===== src/rtl/fixed_point_macros.svh =====
// Shared fixed-point widths, ldn legality bounds and symmetric-rounding helper.
`ifndef FIXED_POINT_MACROS_SVH
`define FIXED_POINT_MACROS_SVH

`define MAN_WIDTH 14
`define EXP_WIDTH 5
`define LDN_MIN   3
`define LDN_MAX   11

// Round x right by d bits, half away from zero; result is 32-bit signed (d > 0).
`define SYMRND(x, d) ((32'(x) + ((32'(x) < 0) ? ((32'sd1 <<< ((d) - 1)) - 32'sd1) : (32'sd1 <<< ((d) - 1)))) >>> (d))

`endif


===== src/rtl/fft_blk_src_pkg.sv =====
// Types and helpers shared by the FFT block source and its rounding rail.
`ifndef FIXED_POINT_MACROS_SVH
`include "fixed_point_macros.svh"
`endif

package fft_blk_src_pkg;

    typedef enum logic [1:0] {
        ST_IDLE = 2'd0,
        ST_SYNC = 2'd1,
        ST_RUN  = 2'd2
    } state_e;

    localparam int unsigned LDN_WIDTH = 4;
    localparam int unsigned CNT_WIDTH = `LDN_MAX;

    function automatic logic ldn_legal(input logic [LDN_WIDTH-1:0] ldn);
        return (ldn >= LDN_WIDTH'(`LDN_MIN)) && (ldn <= LDN_WIDTH'(`LDN_MAX));
    endfunction

    // Index of the last sample of a 2^ldn block.
    function automatic logic [CNT_WIDTH-1:0] last_idx(input logic [LDN_WIDTH-1:0] ldn);
        logic [CNT_WIDTH:0] n;
        n = (CNT_WIDTH+1)'(1) << ldn;
        return CNT_WIDTH'(n - (CNT_WIDTH+1)'(1));
    endfunction

endpackage


===== src/rtl/fft_src_rnd.sv =====
// Combinational round of one rail from IN_WIDTH down to MAN_WIDTH.
// FFT_SRC_SAT_EN clamps positive overflow; otherwise the result wraps.
`ifndef FIXED_POINT_MACROS_SVH
`include "fixed_point_macros.svh"
`endif

module fft_src_rnd
    import fft_blk_src_pkg::*;
#(
    parameter int unsigned IN_WIDTH = 16
) (
    input  logic signed [IN_WIDTH-1:0]   din_i,
    output logic signed [`MAN_WIDTH-1:0] dout_c_o
);

    localparam int unsigned MAN_W = `MAN_WIDTH;
    localparam int unsigned D     = IN_WIDTH - MAN_W;

    if (D == 0) begin : g_pass
        assign dout_c_o = din_i;
    end else begin : g_rnd
`ifdef FFT_SRC_SAT_EN
        localparam logic signed [MAN_W:0] MAX_POS = (MAN_W+1)'((1 << (MAN_W - 1)) - 1);
        logic signed [MAN_W:0] rnd_c;
        assign rnd_c    = (MAN_W+1)'(`SYMRND(din_i, D));
        assign dout_c_o = (rnd_c > MAX_POS) ? MAX_POS[MAN_W-1:0] : rnd_c[MAN_W-1:0];
`else
        assign dout_c_o = MAN_W'(`SYMRND(din_i, D));
`endif
    end

endmodule


===== src/rtl/fft_blk_src.sv =====
// FFT block source: frames 2^ldn input samples into blocks with sync pulses and
// converts them to mantissa/exponent. Optional macro: FFT_SRC_SAT_EN.
`ifndef FIXED_POINT_MACROS_SVH
`include "fixed_point_macros.svh"
`endif

module fft_blk_src
    import fft_blk_src_pkg::*;
#(
    parameter int unsigned IN_WIDTH   = 16,
    parameter bit          ERR_STICKY = 1'b1
) (
    input  logic                         clk_sys,
    input  logic                         rst_sys_n,
    input  logic                         start_i,
    input  logic [3:0]                   ldn_rg_i,
    input  logic                         in_val_i,
    input  logic signed [IN_WIDTH-1:0]   in_real_i,
    input  logic signed [IN_WIDTH-1:0]   in_imag_i,
    input  logic                         clr_err_i,
    output logic                         ready_o,
    output logic                         block_sync_o,
    output logic                         stage_sync_o,
    output logic                         data_val_o,
    output logic signed [`MAN_WIDTH-1:0] data_real_o,
    output logic signed [`MAN_WIDTH-1:0] data_imag_o,
    output logic signed [`EXP_WIDTH-1:0] data_exp_o,
    output logic [3:0]                   ldn_rg_o,
    output logic                         err_o
);

    localparam int unsigned               D     = IN_WIDTH - `MAN_WIDTH;
    localparam logic signed [`EXP_WIDTH-1:0] EXP_D = `EXP_WIDTH'(D);

    state_e                        state_q, state_d;
    logic [CNT_WIDTH-1:0]          cnt_q, cnt_d;
    logic [LDN_WIDTH-1:0]          ldn_q, ldn_d;
    logic                          ready_q, ready_d;
    logic                          sync_q, sync_d;
    logic                          val_q, val_d;
    logic                          err_q, err_d;
    logic signed [`MAN_WIDTH-1:0]  re_q, re_d, im_q, im_d;
    logic signed [`EXP_WIDTH-1:0]  exp_q, exp_d;
    logic signed [`MAN_WIDTH-1:0]  rnd_re_c, rnd_im_c;
    logic                          accept_c, last_c, err_ev_c;

    fft_src_rnd #(.IN_WIDTH(IN_WIDTH)) u_rnd_re (.din_i(in_real_i), .dout_c_o(rnd_re_c));
    fft_src_rnd #(.IN_WIDTH(IN_WIDTH)) u_rnd_im (.din_i(in_imag_i), .dout_c_o(rnd_im_c));

    // Next-state and registered-output logic.
    always_comb begin
        state_d  = state_q;
        cnt_d    = cnt_q;
        ldn_d    = ldn_q;
        err_ev_c = 1'b0;
        accept_c = (state_q == ST_RUN) && in_val_i;
        last_c   = accept_c && (cnt_q == last_idx(ldn_q));

        case (state_q)
            ST_IDLE: begin
                if (start_i) begin
                    if (ldn_legal(ldn_rg_i)) begin
                        ldn_d   = ldn_rg_i;
                        cnt_d   = '0;
                        state_d = ST_SYNC;
                    end else begin
                        err_ev_c = 1'b1;
                    end
                end
            end
            ST_SYNC: begin
                state_d = ST_RUN;
                if (start_i) err_ev_c = 1'b1;
            end
            ST_RUN: begin
                if (accept_c) cnt_d = cnt_q + CNT_WIDTH'(1);
                if (last_c) begin
                    cnt_d   = '0;
                    state_d = ST_IDLE;
                    if (start_i) begin
                        if (ldn_legal(ldn_rg_i)) begin
                            ldn_d   = ldn_rg_i;
                            state_d = ST_SYNC;
                        end else begin
                            err_ev_c = 1'b1;
                        end
                    end
                end else if (start_i) begin
                    err_ev_c = 1'b1;
                end
            end
            default: state_d = ST_IDLE;
        endcase

        // Samples offered while not ready are dropped.
        if (in_val_i && (state_q != ST_RUN)) err_ev_c = 1'b1;

        ready_d = (state_d == ST_RUN);
        sync_d  = (state_q == ST_SYNC);
        val_d   = accept_c;
        re_d    = accept_c ? rnd_re_c : '0;
        im_d    = accept_c ? rnd_im_c : '0;
        exp_d   = accept_c ? EXP_D : '0;

        if (clr_err_i)     err_d = 1'b0;
        else if (err_ev_c) err_d = 1'b1;
        else               err_d = ERR_STICKY ? err_q : 1'b0;
    end

    always_ff @(posedge clk_sys or negedge rst_sys_n) begin
        if (!rst_sys_n) begin
            state_q <= ST_IDLE;
            cnt_q   <= '0;
            ldn_q   <= '0;
            ready_q <= 1'b0;
            sync_q  <= 1'b0;
            val_q   <= 1'b0;
            err_q   <= 1'b0;
            re_q    <= '0;
            im_q    <= '0;
            exp_q   <= '0;
        end else begin
            state_q <= state_d;
            cnt_q   <= cnt_d;
            ldn_q   <= ldn_d;
            ready_q <= ready_d;
            sync_q  <= sync_d;
            val_q   <= val_d;
            err_q   <= err_d;
            re_q    <= re_d;
            im_q    <= im_d;
            exp_q   <= exp_d;
        end
    end

    assign ready_o      = ready_q;
    assign block_sync_o = sync_q;
    assign stage_sync_o = sync_q;
    assign data_val_o   = val_q;
    assign data_real_o  = re_q;
    assign data_imag_o  = im_q;
    assign data_exp_o   = exp_q;
    assign ldn_rg_o     = ldn_q;
    assign err_o        = err_q;

endmodule


===== config.mk =====
export PLATFORM = sky130hd
export DESIGN_NAME = fft_blk_src
export DESIGN_NICKNAME = d
export VERILOG_FILES = /design/src/rtl/fft_blk_src_pkg.sv /design/src/rtl/fft_src_rnd.sv /design/src/rtl/fft_blk_src.sv
export VERILOG_INCLUDE_DIRS = /design/src /design/src/rtl
export SDC_FILE = /design/constraint.sdc
export NUM_CORES = 1
export LEC_CHECK = 0
export CAP_MARGIN = 20
export CORE_AREA = 8 8 108 110
export CTS_CLUSTER_DIAMETER = 200
export DETAILED_ROUTE_END_ITERATION = 12
export DIE_AREA = 0 0 116 118
export DONT_BUFFER_PORTS = 1
export GPL_TIMING_DRIVEN = 0
export PLACE_DENSITY_LB_ADDON = 0.12
export RECOVER_POWER = 25
export SETUP_SLACK_MARGIN = 0.05
export SYNTH_ARGS = -nofsm -noshare
export SYNTH_HDL_FRONTEND = slang
export SYNTH_SLANG_ARGS = --single-unit
export TNS_END_PERCENT = 5

===== constraint.sdc =====
create_clock -name clk_sys -period 8.44 [get_ports clk_sys]
set_clock_uncertainty 0.05 [all_clocks]
set_input_delay 2.532 -clock clk_sys [delete_from_list [all_inputs] [get_ports clk_sys]]
set_output_delay 2.532 -clock clk_sys [all_outputs]
set_load 0.01 [all_outputs]

==> metrics.cfg <==
[run_status]
run_status = finished, final reports clean

[pwr]
swShare_pct = 39.88
peakVddDrop_v = 0.00008086
total_power_uw = 779.9
p_clk_share_pct = 19.8
seq_power_share_pct = 43.3
p_leak_uw = 0.001286
power_switching_uw = 311.0
p_per_area_nw_per_um2 = 253.6
p_int_uw = 468.9
pwr-share-comb_pct = 37.0

[logic_synthesis]
synth_cells = 302
synth_area_leaders = dfrtp_1, xor2_1, nor2_1, xnor2_1, nand2_1
ys_ff_latch = 49
synth_edf_count = 0
mappedNetlistArea_um2 = 2795
synth_top_area_share_pct = 43.87
yosysTopAreaCell = dfrtp_1
async_flop_share_pct = 100.0
avgSynthCellArea_um2 = 9.256
synth_warnings = 0
synth-main-ff-cell = dfrtp_1
synth.distinct_cells = 53
yosysSeqAreaShare_pct = 43.87

[clock_tree]
numCtsBuffers = 5
postCtsSetupBuffers = 0
cts_hold_buf = 0
clk_pin_slew_worst_paths_ps = 100
htreeDepth = 2
cts_buffer_depth = 2
clk-insertion-delay-late_ps = 300
postCtsResizedCells = 0
cts-root-buf = clkbuf_8
cts_tree = built
cts.sinks = 49

[route]
initialDrtViolationCount = 67
drc = 0
vias_per_cell = 4.646
num_vias = 2086
drt-wirelength-per-cell_um = 15.15
totalWireLength_um = 6801
ant_nets = 0
drt-pass1-iter-count = 5

[placed_design]
dp_hpwl_um = 5227
place.gp.congestion = 0.7022
port_buffers = 0

[timing]
setup_tns_ps = 0
finalSetupViolations = 0
finalCritPeriodShare_pct = 51.23
relSlewSlack_pct = 58.26
rsz0062_at_grt = no
fmax_mhz = 231.3
slew_viol_final = 0
hold_viol = 0
tightestPinTransition_ps = 620.3
fin_crit_ps = 4324

[job]
cap_violations = 0

[floorplan]
die_w_um = 116
ios = 83
die_y_um = 118
start_util_pct = 27.95
die_area_um2 = 13690
coreArea_um2 = 10000
fp-row-count = 37

[global_route]
grt_pass1_wl_um = 11390
grt_pass1_vias = 2126
grt_max_degree = 50
grt.total_usage_pct = 10.45
antenna_found_initial = 0
overflow = 0

[finish]
nFillCells = 1112
nNetsFinal = 357
drive_above_1_share_pct = 11.82
diodes = 0
syn2layout_area_growth_pct = 10.03

[critical_path]
rr_worst_depth = 12
r2r_setup_slack_ps = 5020
crit_path_max_fanout = 4
startpoint_type = primary input
timing.rr.start = ldn_rg_o[3]$_DFFE_PN0P_
worstReg2RegEnd = ldn_rg_o[2]$_DFFE_PN0P_
critPathRequiredTime_ps = 8580
crit_arrival_ps = 4460
crit_path_end_kind = flop
critPathLaunch = in_real_i[15]
path_class = primary input to flop

[hold_path]
hp-class = flop to flop
worstHoldEndpoint = cnt_q[9]$_DFFE_PN0P_
hold_depth = 2
hold_start = cnt_q[9]$_DFFE_PN0P_

## layer usage
layer  track usage, %  vias to the layer above  share of wire [%]
li1                 -                     1032                  -
met5                0                        -                  0
met3            6.465                        6                 13
met1            12.39                      991                 41
met2            15.37                       57                 45
met4            2.758                        0               0.90
## area by class of cell
class,count,area [um^2],share of cell area [%]
multi-input cells,227,1421,46.22
flip-flops and latches,49,1226,39.87
well taps,136,170.2,5.533
plain buffers,21,127.6,4.150
clock buffers,6,82.58,2.685
inverters,8,30.03,0.9764
clock inverters,2,17.52,0.5696
## power groups by stage
stage	Combinational, uW	Clock [uW]	Sequential (uW)
after global routing	329	172	346
after global placement	291	0	345
after CTS	294	163	340
final	288	154	337
after detailed placement	293	0	344
after floorplan	236	0	327
## how the worst max path moves through the flow
stage,to,cells after the start
floorplan,data_real_o[13]$_DFF_PN0_,9
global placement,data_real_o[13]$_DFF_PN0_,9
detailed placement,data_real_o[13]$_DFF_PN0_,9
CTS,data_real_o[13]$_DFF_PN0_,9
global route,data_imag_o[13]$_DFF_PN0_,9
finish,data_real_o[13]$_DFF_PN0_,9
## cells in the final DEF (no fill, tap or decap), drive strengths merged, types with 8 or more instances in the layout
cell,netlist,routed
nor2,43,43
clkbuf,4,11
xor2,19,19
a21oi,10,10
dfrtp,49,49
nor3,8,8
nand3,14,14
inv,8,9
o21ai,13,13
xnor2,18,18
nand2,26,26
buf,17,16
## metrics by stage
stage / cell area (um^2) / utilization (%) / worst slack (ps) / hold slack, ps / cells
after floorplan: 2806 / - / 4066 / 456.6 / 305
after global placement: 2977 / 29.77 / 3819 / 492.6 / 441
after detailed placement: 2977 / 29.77 / 3771 / 482.0 / 441
after CTS: 3077 / 30.77 / 4114 / 507.0 / 449
after global routing: 3075 / 30.76 / 3947 / 541.3 / 449
final: 3075 / 30.76 / 4116 / 503.5 / 449
## worst max-delay path: stages
cell and delay [ps]:
inv_1 40, ha_1 270, a31oi_1 100, and4bb_2 360, nand3_1 170, nor4_1 600
nand3_1 180, xnor2_1 160, nor2_1 50
## cells by family after synthesis
logic type	share of synthesized area (%)
buffers and inverters	5.684
multiplexers	2.328
adder cells (fa/ha/maj)	1.791
AO/OA/AOI/OAI	10.97
other	0.1342
XOR/XNOR	11.59
AND/OR/NAND/NOR	23.63
flip-flops	43.87
## cell usage after synthesis (all sizes together), types with 2 or more instances
cell / instances
xnor2: 18
inv: 8
or4: 3
nor2b: 6
clkbuf: 4
a211oi: 3
o21ai: 13
and3: 2
buf: 17
nor3: 8
nand2b: 5
nor2: 43
a31oi: 2
nand2: 26
mux2i: 2
a32oi: 2
ha: 4
nand4: 6
a21o: 4
nand3: 14
xor2: 19
nor4: 4
or3: 3
nand3b: 3
a21oi: 10
and2: 3
dfrtp: 49
mux2: 4
## state kept, by name, indices dropped and copies added, names as in the netlist
name	flops
data_imag_o	14
state_q	2
data_real_o	14
data_exp_o	1
ldn_rg_o	4
cnt_q	11
err_o	1
block_sync_o	1
ready_o	1
(Power assumes the default switching activity.)
